[src/rtl/div_seq.sv]
// Multicycle unsigned radix-2 restoring divider with start/busy/done handshake.
// One quotient bit per clock; q/f/dz are registered and update only when a result completes.
module div_seq #(
    parameter int unsigned N = 4
) (
    input  logic         clk,
    input  logic         rst,
    input  logic         start,
    input  logic [N-1:0] x,
    input  logic [N-1:0] y,
    output logic         busy,
    output logic         done,
    output logic [N-1:0] q,
    output logic [N-1:0] f,
    output logic         dz
);

    localparam int unsigned CW = $clog2(N + 1);

    typedef enum logic [1:0] {StIdle, StRun, StFin} state_e;

    state_e        state;
    logic [CW-1:0] cnt;
    logic [N:0]    rem;
    logic [N-1:0]  qs;
    logic [N-1:0]  dv;

    logic [N:0]    sh;
    logic [N+1:0]  trial;
    logic [N:0]    rem_nx;
    logic [N-1:0]  qs_nx;

    // One restoring step: shift the next dividend bit in and try to subtract the divisor.
    always_comb begin
        sh     = {rem[N-1:0], qs[N-1]};
        trial  = {1'b0, sh} - {2'b00, dv};
        rem_nx = sh;
        qs_nx  = {qs[N-2:0], 1'b0};
        if (!trial[N+1]) begin
            rem_nx = trial[N:0];
            qs_nx  = {qs[N-2:0], 1'b1};
        end
    end

    always_ff @(posedge clk or posedge rst) begin
        if (rst) begin
            state <= StIdle;
            cnt   <= '0;
            rem   <= '0;
            qs    <= '0;
            dv    <= '0;
            busy  <= 1'b0;
            done  <= 1'b0;
            q     <= '0;
            f     <= '0;
            dz    <= 1'b0;
        end else begin
            done <= 1'b0;
            if ((state == StIdle || state == StFin) && start) begin
                qs    <= x;
                dv    <= y;
                rem   <= '0;
                cnt   <= CW'(N);
                busy  <= 1'b1;
                state <= StRun;
            end else begin
                unique case (state)
                    StIdle: state <= StIdle;
                    StRun: begin
                        // A zero divisor spends a single cycle here; qs still holds the dividend.
                        if (dv == '0) begin
                            state <= StFin;
                            busy  <= 1'b0;
                            done  <= 1'b1;
                            q     <= '1;
                            f     <= qs;
                            dz    <= 1'b1;
                        end else begin
                            rem <= rem_nx;
                            qs  <= qs_nx;
                            cnt <= cnt - CW'(1);
                            if (cnt == CW'(1)) begin
                                state <= StFin;
                                busy  <= 1'b0;
                                done  <= 1'b1;
                                q     <= qs_nx;
                                f     <= rem_nx[N-1:0];
                                dz    <= 1'b0;
                            end
                        end
                    end
                    StFin: state <= StIdle;
                    default: state <= StIdle;
                endcase
            end
        end
    end

endmodule

[config.mk]
export PLATFORM = sky130hd
export DESIGN_NAME = div_seq
export DESIGN_NICKNAME = d
export VERILOG_FILES = /design/src/rtl/div_seq.sv
export SDC_FILE = /design/constraint.sdc
export NUM_CORES = 1
export LEC_CHECK = 0
export CORE_AREA = 5 5 61 77
export DETAILED_ROUTE_END_ITERATION = 8
export DIE_AREA = 0 0 66 82
export GPL_TIMING_DRIVEN = 0
export PLACE_DENSITY = 0.58
export SETUP_SLACK_MARGIN = 0.2
export SLEW_MARGIN = 25
export SYNTH_ARGS = -nofsm -noshare
export SYNTH_HDL_FRONTEND = slang
export SYNTH_SLANG_ARGS = --single-unit
[constraint.sdc]
create_clock -name clk -period 2.4 [get_ports clk]
set_clock_uncertainty 0.1 [all_clocks]
set_input_delay 0.48 -clock clk [delete_from_list [all_inputs] [get_ports clk]]
set_output_delay 0.48 -clock clk [all_outputs]
set_load 0.01 [all_outputs]
**Word level (Yosys, flattened, before mapping)**

Cells that the tools add are included.

- Flip-flop bits (word level): 28
- Input bits: 11
- Output and inout port bits: 11
- Logic and storage cells: 56

- Add/subtract/negate cells: 2
- Eq/ne operators: 5
- Multiplexer cells: 28
- Bitwise logic cells: 1
- Reduce and logical (&&, ||, !) cells: 10

Operators by type and width:

| kind | number |
|---|---|
| $mux 4 | 11 |
| $mux 1 | 10 |
| $mux 3 | 3 |
| $mux 2 | 4 |
| $sub 5x4->6 | 1 |
| $logic_not 4->1 | 1 |
| $ne 4x4->1 const B | 1 |
| $reduce_and 2->1 | 2 |
| $reduce_bool 2->1 | 2 |
| $eq 3x1->1 const B | 1 |
| $reduce_and 3->1 | 1 |
| $reduce_bool 3->1 | 1 |
| $sub 3x1->3 const B | 1 |
| $eq 2x1->1 const B | 1 |
| $eq 2x2->1 const B | 1 |
| $logic_not 2->1 | 1 |
| $ne 2x2->1 const B | 1 |
| $logic_and 1x1->1 | 1 |
| $logic_or 1x1->1 | 1 |
| $not 1->1 | 1 |

**Depth between registers and ports, before layout**

Gate-level depths: netlist of the first run.

- Depth after elaboration: 5
- Gate-level depth with buffers: 8

**Worst setup path before layout of the first run**

Ideal clock, no wire load.

- Path type: reg-to-reg
- Start: reg dv[1]
- End: reg f[0]
- Setup time: 95 ps
- Arrival time: 1831 ps
- Path slack: 374 ps
- Stages on the path, launching flop included: 8
- Path buffers: 0
- Clock period less this slack: 2026 ps
- Cell sequence: dfrtp_1 -> inv_1 -> ha_1 -> nor2b_1 -> o31a_1 -> nor2_2 -> mux2_2 -> o31ai_1

- Word-level cells in the longest chain between the ends: 4
- Elaborated cells on any way between the ends: 7
- Those cells by class: add/sub: 1; mux: 3; reduce/logical: 3

RTL lines:

| what | line | text |
|---|---|---|
| start: declaration | 26 | `logic [N-1:0] dv;` |
| start signal: assignment | 61 | `dv <= y;` |
| $sub 5x4->6 | 36 | `trial = {1'b0, sh} - {2'b00, dv};` |
| $mux 4 | 39 | `if (!trial[N+1]) begin` |
| $mux 4 | 82 | `if (cnt == CW'(1)) begin` |
| $mux 4 | 71 | `if (dv == '0) begin` |
| end signal: assignment | 76 | `f <= qs;` |
| end signal: assignment | 87 | `f <= rem_nx[N-1:0];` |
| end: declaration | 14 | `output logic [N-1:0] f,` |

Several ways; a longest one is shown, not always the timed one. The select of a mux whose other input is x is not followed.
A chain may end at the register's enable or synchronous reset.

**Worst setup path in the final report of the first run**

- Start: reg rem[0]
- End: reg f[0]

- Word-level cells in the longest chain between the ends: 4

RTL lines:

| what | line | text |
|---|---|---|
| start: declaration | 24 | `logic [N:0] rem;` |
| start signal: assignment | 79 | `rem <= rem_nx;` |
| $sub 5x4->6 | 36 |  |
| $mux 4 | 39 |  |
| $mux 4 | 82 |  |
| $mux 4 | 71 |  |

Every way passes these cells. The select of a mux whose other input is x is not followed.

==> results of run 1 <==
## synthesized netlist by cell type (4+ instances only)
| master | count |
|---|---|
| nor2b_1 | 4 |
| nand2_1 | 22 |
| nor2_1 | 9 |
| inv_1 | 11 |
| nand3_1 | 6 |
| dfrtp_1 | 28 |
| ha_1 | 6 |
| a21oi_1 | 6 |
| mux2i_1 | 5 |
| o21ai_2 | 4 |
| o21ai_0 | 5 |
| nand3_2 | 5 |
## final timing paths
kind | start | to | slack [ps]
max | rem[0]$_DFFE_PP0P_ | f[0]$_DFFE_PP0P_ | 270
min reg2reg | dz$_DFFE_PP0P_ | dz$_DFFE_PP0P_ | 390
max in group asynchronous | rst | state[0]$_DFFE_PP0P_ | 1350
max reg2reg | rem[0]$_DFFE_PP0P_ | f[0]$_DFFE_PP0P_ | 270
min | dz$_DFFE_PP0P_ | dz$_DFFE_PP0P_ | 390
min in group asynchronous | rst | qs[3]$_DFFE_PP0P_ | 470
## flip-flops by register name, indices dropped and copies added (netlist names)
name,flops
f,4
dv,4
busy,1
state,2
done,1
qs,4
q,4
cnt,3
dz,1
rem,4
## logic make-up after synthesis
family          synth area share, %
compound gates                 13.8
xor+xnor                       1.18
fa+ha+maj                      6.41
buf+inv                        5.82
flops                          47.3
mux                            4.14
simple gates                   21.4
## per-layer routing
metal	vias to the layer above	GRT usage (%)	wire length [um]
met4	0	6.10	34
met3	2	1.64	89
met2	20	24.7	1680
met5	-	0	0
li1	558	-	-
met1	558	15.8	1420
## metrics by stage
stage               std cells  cell area (um^2)  power (W)
finish                    230              1850    0.00284
global route              230              1850    0.00310
CTS                       230              1840    0.00281
detailed placement        224              1760    0.00245
global placement          224              1760    0.00239
floorplan                 147              1480    0.00198
## where the power goes
group / leakage, nW / internal, W / switching, W
logic: 0.462 / 0.000817 / 0.000868
clock network: 0.0288 / 0.000147 / 0.000149
registers: 0.337 / 0.000692 / 0.000166
total: 0.827 / 0.00166 / 0.00118
## worst reg2reg max path, stage by stage (launching register included)
cell and delay (ps):
dfrtp_1 470, ha_1 320, nor2b_1 150, o31a_1 300, nor2_4 140, mux2_2 370, o31ai_2 190
## cells in the final DEF, fill, tap and decap left out, drive strengths merged, types with 3 or more instances in the layout
| master | netlist | layout |
|---|---|---|
| a21oi | 6 | 6 |
| and3 | 3 | 3 |
| buf | 4 | 6 |
| clkbuf | 1 | 5 |
| clkdlybuf4s50 | 0 | 21 |
| dfrtp | 28 | 28 |
| ha | 6 | 6 |
| inv | 11 | 11 |
| mux2i | 5 | 5 |
| nand2 | 22 | 22 |
| nand3 | 11 | 11 |
| nor2 | 10 | 10 |
| nor2b | 4 | 4 |
| o211ai | 3 | 3 |
| o21ai | 12 | 12 |
## timing repair
| item | in CTS | in global routing |
|---|---|---|
| setup buffers | 2 | 0 |
| setup endpoints to repair | 1 | 4 |
| gates resized for setup | 1 | 4 |
| pin swaps | 1 | 1 |
## final cells by class
type | instances | area share [%]
inverter | 11 | 2.23
clock buffer | 4 | 2.98
sequential | 28 | 37.9
tap | 56 | 3.79
multi-input combinational | 103 | 38.5
timing repair buffer | 23 | 12.2
buffer | 5 | 2.44
==> results.md, run 1 <==
- Result of the run: finished clean
- Buf+Inv Stages, Crit Path: 0
- Period Utilization, post-route: a little under 90%
- Max Freq: around 0.47 GHz
- Number of buffer cells added on primary ports: 21
- Inserted Diodes: 0
- Sequential cell area fraction in the yosys report: approximately 47%
- Share of the core filled with cells: ~47%
- Share of final-layout standard cells stronger than drive strength 1: 18.4%
- Total number of H-tree levels: 1
- Total number of vias: about 1,100
- Hold Slack: ~390 ps
- DRC violation count after routing: 0
- Worst reg-to-reg path cell count: 6
- Post-route antenna net violation count: 0
- CTS sink count: 28
- Pin count of the biggest net entering global routing: 29
- Area share of the largest cell type after synthesis: 47.3%
- Pwr per Cell Area: around 1500 nW/um^2
- Largest stage delay on the critical path: around 470 ps
- Setup violators final: 0
- Max Cap Viol: 0
- Cts bufs inserted: 3
- Later-pin clock latency in the skew report: roughly 270 ps
- Filler instances: a little under 400
- Req. time, crit path: 2490 ps
- Die Y: approximately 82 um
- Total wire length after detailed routing: roughly 3200 um
- Number of iterations in the first detailed-routing pass: 4
- Critical path data arrival time: between 2000 and 2500 ps
- TritonCTS clock tree: done
- Final nets: roughly 190
- Final sum of negative setup slack: 0 ps
- HPWL reported at the end of detailed placement: 2430 um
- Overall Global Routing Usage: roughly 14%
- Flops & latches, synth: 28
- Cell type group with the largest total delay on the critical path: compound AO/OA/AOI/OAI gates
- Starting density of the core: 37.7%
- Hold buffer count at CTS: 0
- Largest area contributor in the netlist: dfrtp_1
- Vias per Instance: 4.95
- Detailed Route Iter0 Violations: a little under 60
- Ordered list of cells on the worst path: ha_1, nor2b_1, o31a_1, nor2_4, mux2_2, o31ai_2
- Pins over their slew limit: 0
- Setup WS post-layout: between 200 and 300 ps
- Top area cells in the synthesized netlist: dfrtp_1, nand2_1, ha_1, mux2i_1, nand3_2
- Post-synth cell types: 40
- Worst IR drop on VDD: between 0.7 and 0.8 mV
- Count of cells along the worst hold path: 2
- Clock input transition at the sequential cells of the worst setup and hold paths: around 100 ps
- Worst hold path class: flip-flop to flip-flop
- Die area: around 5400 um^2
- Kind of critical path: flip-flop to flip-flop
- Number of synthesized flops with an enable pin: 0
- First-pass GRT wire length: ~5600 um
- Cell count along the critical path: 6
- Area of the multi-input gates: 712 um^2
- Synth warn: 0
- Async set-or-reset flop fraction in the synthesized netlist: 100%
- Post-placement setup slack: 150 ps
- Total grt overflow: 0
- Net count after synthesis: around 170
- P_leak: 0.827 nW
- Top fanout value on the critical path: 4
- Clock buffer depth: 2
- Placer congestion estimate: slightly above 0.8
- Primary FF master, synth: dfrtp_1
- Placeable core region: slightly below 4000 um^2
- Critical path startpoint category: flip-flop
- Number of global-route vias before repair: around 1,200
- Synth Instances: about 150
- Std-Cell Rows: 26
- Area growth from synthesis to layout: 24.7%
- Setup crit end kind: flip-flop
- Chip width: 66 um
- Number of top-level pins: 22
- Clock root buffer master: clkbuf_8
- RSZ-0062 raised after global routing: yes
- Detailed-route wire length per cell: roughly 14 um
- Relative max-transition margin: 61.3%
- Measured slew at the worst slew-check pin: just under 600 ps
- Number of antenna violations at the first check in global routing: 0
- Mapped Avg Cell Area: just over 10 um^2
- Area of all sequential standard cells: 701 um^2
- Netlist area before placement: 1480 um^2
- Slowest cell on the critical path: dfrtp_1
- Final period demand of the worst path: 2130 ps
- Total count of hold-check failures in the final report: 0
(Power assumes the default switching activity.)
==> run 2, diff against run 1 <==
--- a/config.mk
+++ b/config.mk
@@ -10,6 +10,7 @@
 export DIE_AREA = 0 0 66 82
 export GPL_TIMING_DRIVEN = 0
 export PLACE_DENSITY = 0.58
+export RECOVER_POWER = 50
 export SETUP_SLACK_MARGIN = 0.2
 export SLEW_MARGIN = 25
 export SYNTH_ARGS = -nofsm -noshare
==> run 2 against run 1 <==
Cell count stayed put. Power is 0.52% lower. First-iteration DRC count is 8.6% higher. Flip-flop and latch count stayed put. Core utilization is 0.095 points lower. Clock-buffer cell count stayed put. Register-to-register slack hardly changed. Setup slack worse by 0.55 ps. Critical endpoint unchanged. Largest power group unchanged. Highest routed layer unchanged.
==> results.md, run 2 (synthesis results as in run 1) <==
- Result of the run: finished clean
- CTS sink count: 28 (unchanged)
- Detailed-route wire length on metal 1: 1380 um (-2.6%)
- Req. time, crit path: 2490 ps (about the same)
- HPWL reported at the end of detailed placement: 2430 um (unchanged)
- Clock buffer depth: 2 (unchanged)
- Measured slew at the worst slew-check pin: 1010 ps (+438 ps)
- Placeable core region: 3940 um^2 (unchanged)
- Starting density of the core: 37.7% (unchanged)
- Critical path startpoint category: flip-flop
- Number of top-level pins: 22 (unchanged)
- Number of global-route vias before repair: 1,177 (unchanged)
- Period Utilization, post-route: 88.7% (about the same)
- Detailed Route Iter0 Violations: 63 (+8.6%)
- Clock root buffer master: clkbuf_8
- Critical Path End: f[0]$_DFFE_PP0P_
- Worst hold path class: flip-flop to flip-flop
- Number of buffer cells added on primary ports: 21 (unchanged)
- Die area: 5410 um^2 (unchanged)
- Total number of vias: 1,145 (+0.62%)
- Kind of critical path: flip-flop to flip-flop
- Most common library cell in the layout ignoring fill and taps: dfrtp_1
- Worst IR drop on VDD: 0.795 mV (-0.27%)
- Share of final-layout standard cells stronger than drive strength 1: 17.2% (-1.1 points)
- Hold Slack: 392 ps (-0.315 ps)
- Vias per Instance: 4.98 (+0.62%)
- Total grt overflow: 0 (unchanged)
- Relative max-transition margin: 32.3% (-29 points)
- Placer congestion estimate: 0.804 (unchanged)
- Post-placement setup slack: 150 ps (unchanged)
- Met3 wire len: 97 um (+9.0%)
- Reg2reg setup slack: 270 ps (about the same)
- Area growth from synthesis to layout: 24.5%
- Total wire length after detailed routing: 3190 um (-0.81%)
- Setup violators final: 0 (unchanged)
- Met2 routed WL: 1680 um (+0.18%)
- DRC violation count after routing: 0 (unchanged)
- Slowest cell on the critical path: dfrtp_1
- Clock input transition at the sequential cells of the worst setup and hold paths: 100 ps (about the same)
- Top fanout value on the critical path: 4 (unchanged)
- Final instance count without filler cells: 230 (unchanged)
- Most used cells in the layout excluding fill and tap cells: dfrtp_1, nand2_1, clkdlybuf4s50_1, inv_1, nor2_1
- Final period demand of the worst path: 2130 ps (+0.546 ps)
- Detailed-route wire length per cell: 13.9 um (-0.81%)
- Pwr per Cell Area: 1530 nW/um^2 (-0.32%)
- RSZ-0062 raised after global routing: yes
- Chip width: 66 um (unchanged)
- Max Freq: 0.470 GHz (about the same)
- Critical path data arrival time: 2220 ps (about the same)
- Largest stage delay on the critical path: 470 ps (about the same)
- Final nets: 193 (unchanged)
- Overall Global Routing Usage: 13.6% (unchanged)
- Worst reg-to-reg path cell count: 6 (unchanged)
- Reg-to-Reg End: f[0]$_DFFE_PP0P_
- Later-pin clock latency in the skew report: 270 ps (about the same)
- Std-Cell Rows: 26 (unchanged)
- Max Cap Viol: 0 (unchanged)
- Number of iterations in the first detailed-routing pass: 4 (unchanged)
- Inserted Diodes: 0 (unchanged)
- P_leak: 0.831 nW (+0.44%)
- Ordered list of cells on the worst path: ha_1, nor2b_1, o31a_1, nor2_4, mux2_2, o31ai_2
- Setup crit end kind: flip-flop
- Total number of H-tree levels: 1 (unchanged)
- Number of cells after detailed placement: 224 (unchanged)
- Pins over their slew limit: 0 (unchanged)
- Number of antenna violations at the first check in global routing: 0 (unchanged)
- Highest metal layer with signal wires: met4
- Total count of hold-check failures in the final report: 0 (unchanged)
- Die Y: 82 um (unchanged)
- First-pass GRT wire length: 5580 um (unchanged)
- R2R Path Start: rem[0]$_DFFE_PP0P_
- Final sum of negative setup slack: 0 ps (unchanged)
- Pin count of the biggest net entering global routing: 29 (unchanged)
- Setup WS post-layout: 272 ps (-0.546 ps)
- Cts bufs inserted: 3 (unchanged)
- Post-route antenna net violation count: 0 (unchanged)
- Filler instances: 394 (unchanged)
- TritonCTS clock tree: done
- Critical path launch point: rem[0]$_DFFE_PP0P_
[run 2: cell count changes in the layout (fill, tap and decap cells not counted)]
cell	before	now
clkdlybuf4s50_1	21	19
dlygate4sd3_1	0	2
inv_1	9	10
inv_2	2	1
o21ai_1	3	4
o21ai_2	4	3
[run 2: where the power goes]
part           switching (W)  internal, W  total (W)  leakage (nW)
registers           0.000165     0.000692   0.000857         0.337
clock network       0.000148     0.000147   0.000295        0.0288
logic               0.000862     0.000812    0.00167         0.465
[run 2: cell type report]
cell class,instances,area [um^2],area share (%)
plain buffers,5,45.0,2.44
clock buffers,4,55.1,2.98
inverters,11,41.3,2.24
multi-input cells,103,708,38.4
flip-flops and latches,28,701,38.0
well taps,56,70.1,3.80
repair buffers,23,225,12.2
[run 2: worst min path at each step]
stage | cells past startpoint | endpoint | startpoint
finish | 2 | dz$_DFFE_PP0P_ | dz$_DFFE_PP0P_
global placement | 2 | busy$_DFFE_PP0P_ | busy$_DFFE_PP0P_
global route | 2 | busy$_DFFE_PP0P_ | busy$_DFFE_PP0P_
detailed placement | 2 | dz$_DFFE_PP0P_ | dz$_DFFE_PP0P_
floorplan | 2 | cnt[1]$_DFFE_PP0P_ | cnt[1]$_DFFE_PP0P_
CTS | 2 | dz$_DFFE_PP0P_ | dz$_DFFE_PP0P_
[run 2: timing repair]
item | in CTS | in global routing
hold buffers | 0 | 0
resized for setup | 1 | 4
pin swaps | 1 | 1
endpoints found under the setup margin | 1 | 4
buffers inserted | 2 | 0
endpoints found under the hold margin | 0 | 0
[run 2: per-layer routing]
layer,track usage [%],vias up
li1,-,559
met1,15.8,559
met2,24.7,25
met3,1.64,2
met4,6.10,0
met5,0,-
[run 2: worst max-delay path, delay by kind of cell, from the launching register on]
kind	cells	cell delay (ps)
compound gates	2	490
flops	1	470
mux	1	370
fa+ha+maj	1	320
simple gates	2	290
[run 2: through the flow]
step           power [W]  area (um^2)  util, %
2_1_floorplan    0.00198         1480        -
3_3_place_gp     0.00239         1760     44.8
3_5_place_dp     0.00245         1760     44.8
4_1_cts          0.00281         1840     46.7
5_1_grt          0.00308         1850     46.9
6_report         0.00282         1850     46.9
==> run 3, diff against run 2 <==
--- a/config.mk
+++ b/config.mk
@@ -6,6 +6,7 @@
 export NUM_CORES = 1
 export LEC_CHECK = 0
 export CORE_AREA = 5 5 61 77
+export CTS_BUF_LIST = sky130_fd_sc_hd__clkbuf_8 sky130_fd_sc_hd__clkbuf_16
 export DETAILED_ROUTE_END_ITERATION = 8
 export DIE_AREA = 0 0 66 82
 export GPL_TIMING_DRIVEN = 0
==> results of run 3 <==
The final DEF is identical to that of run 2; final timing and power are the same.
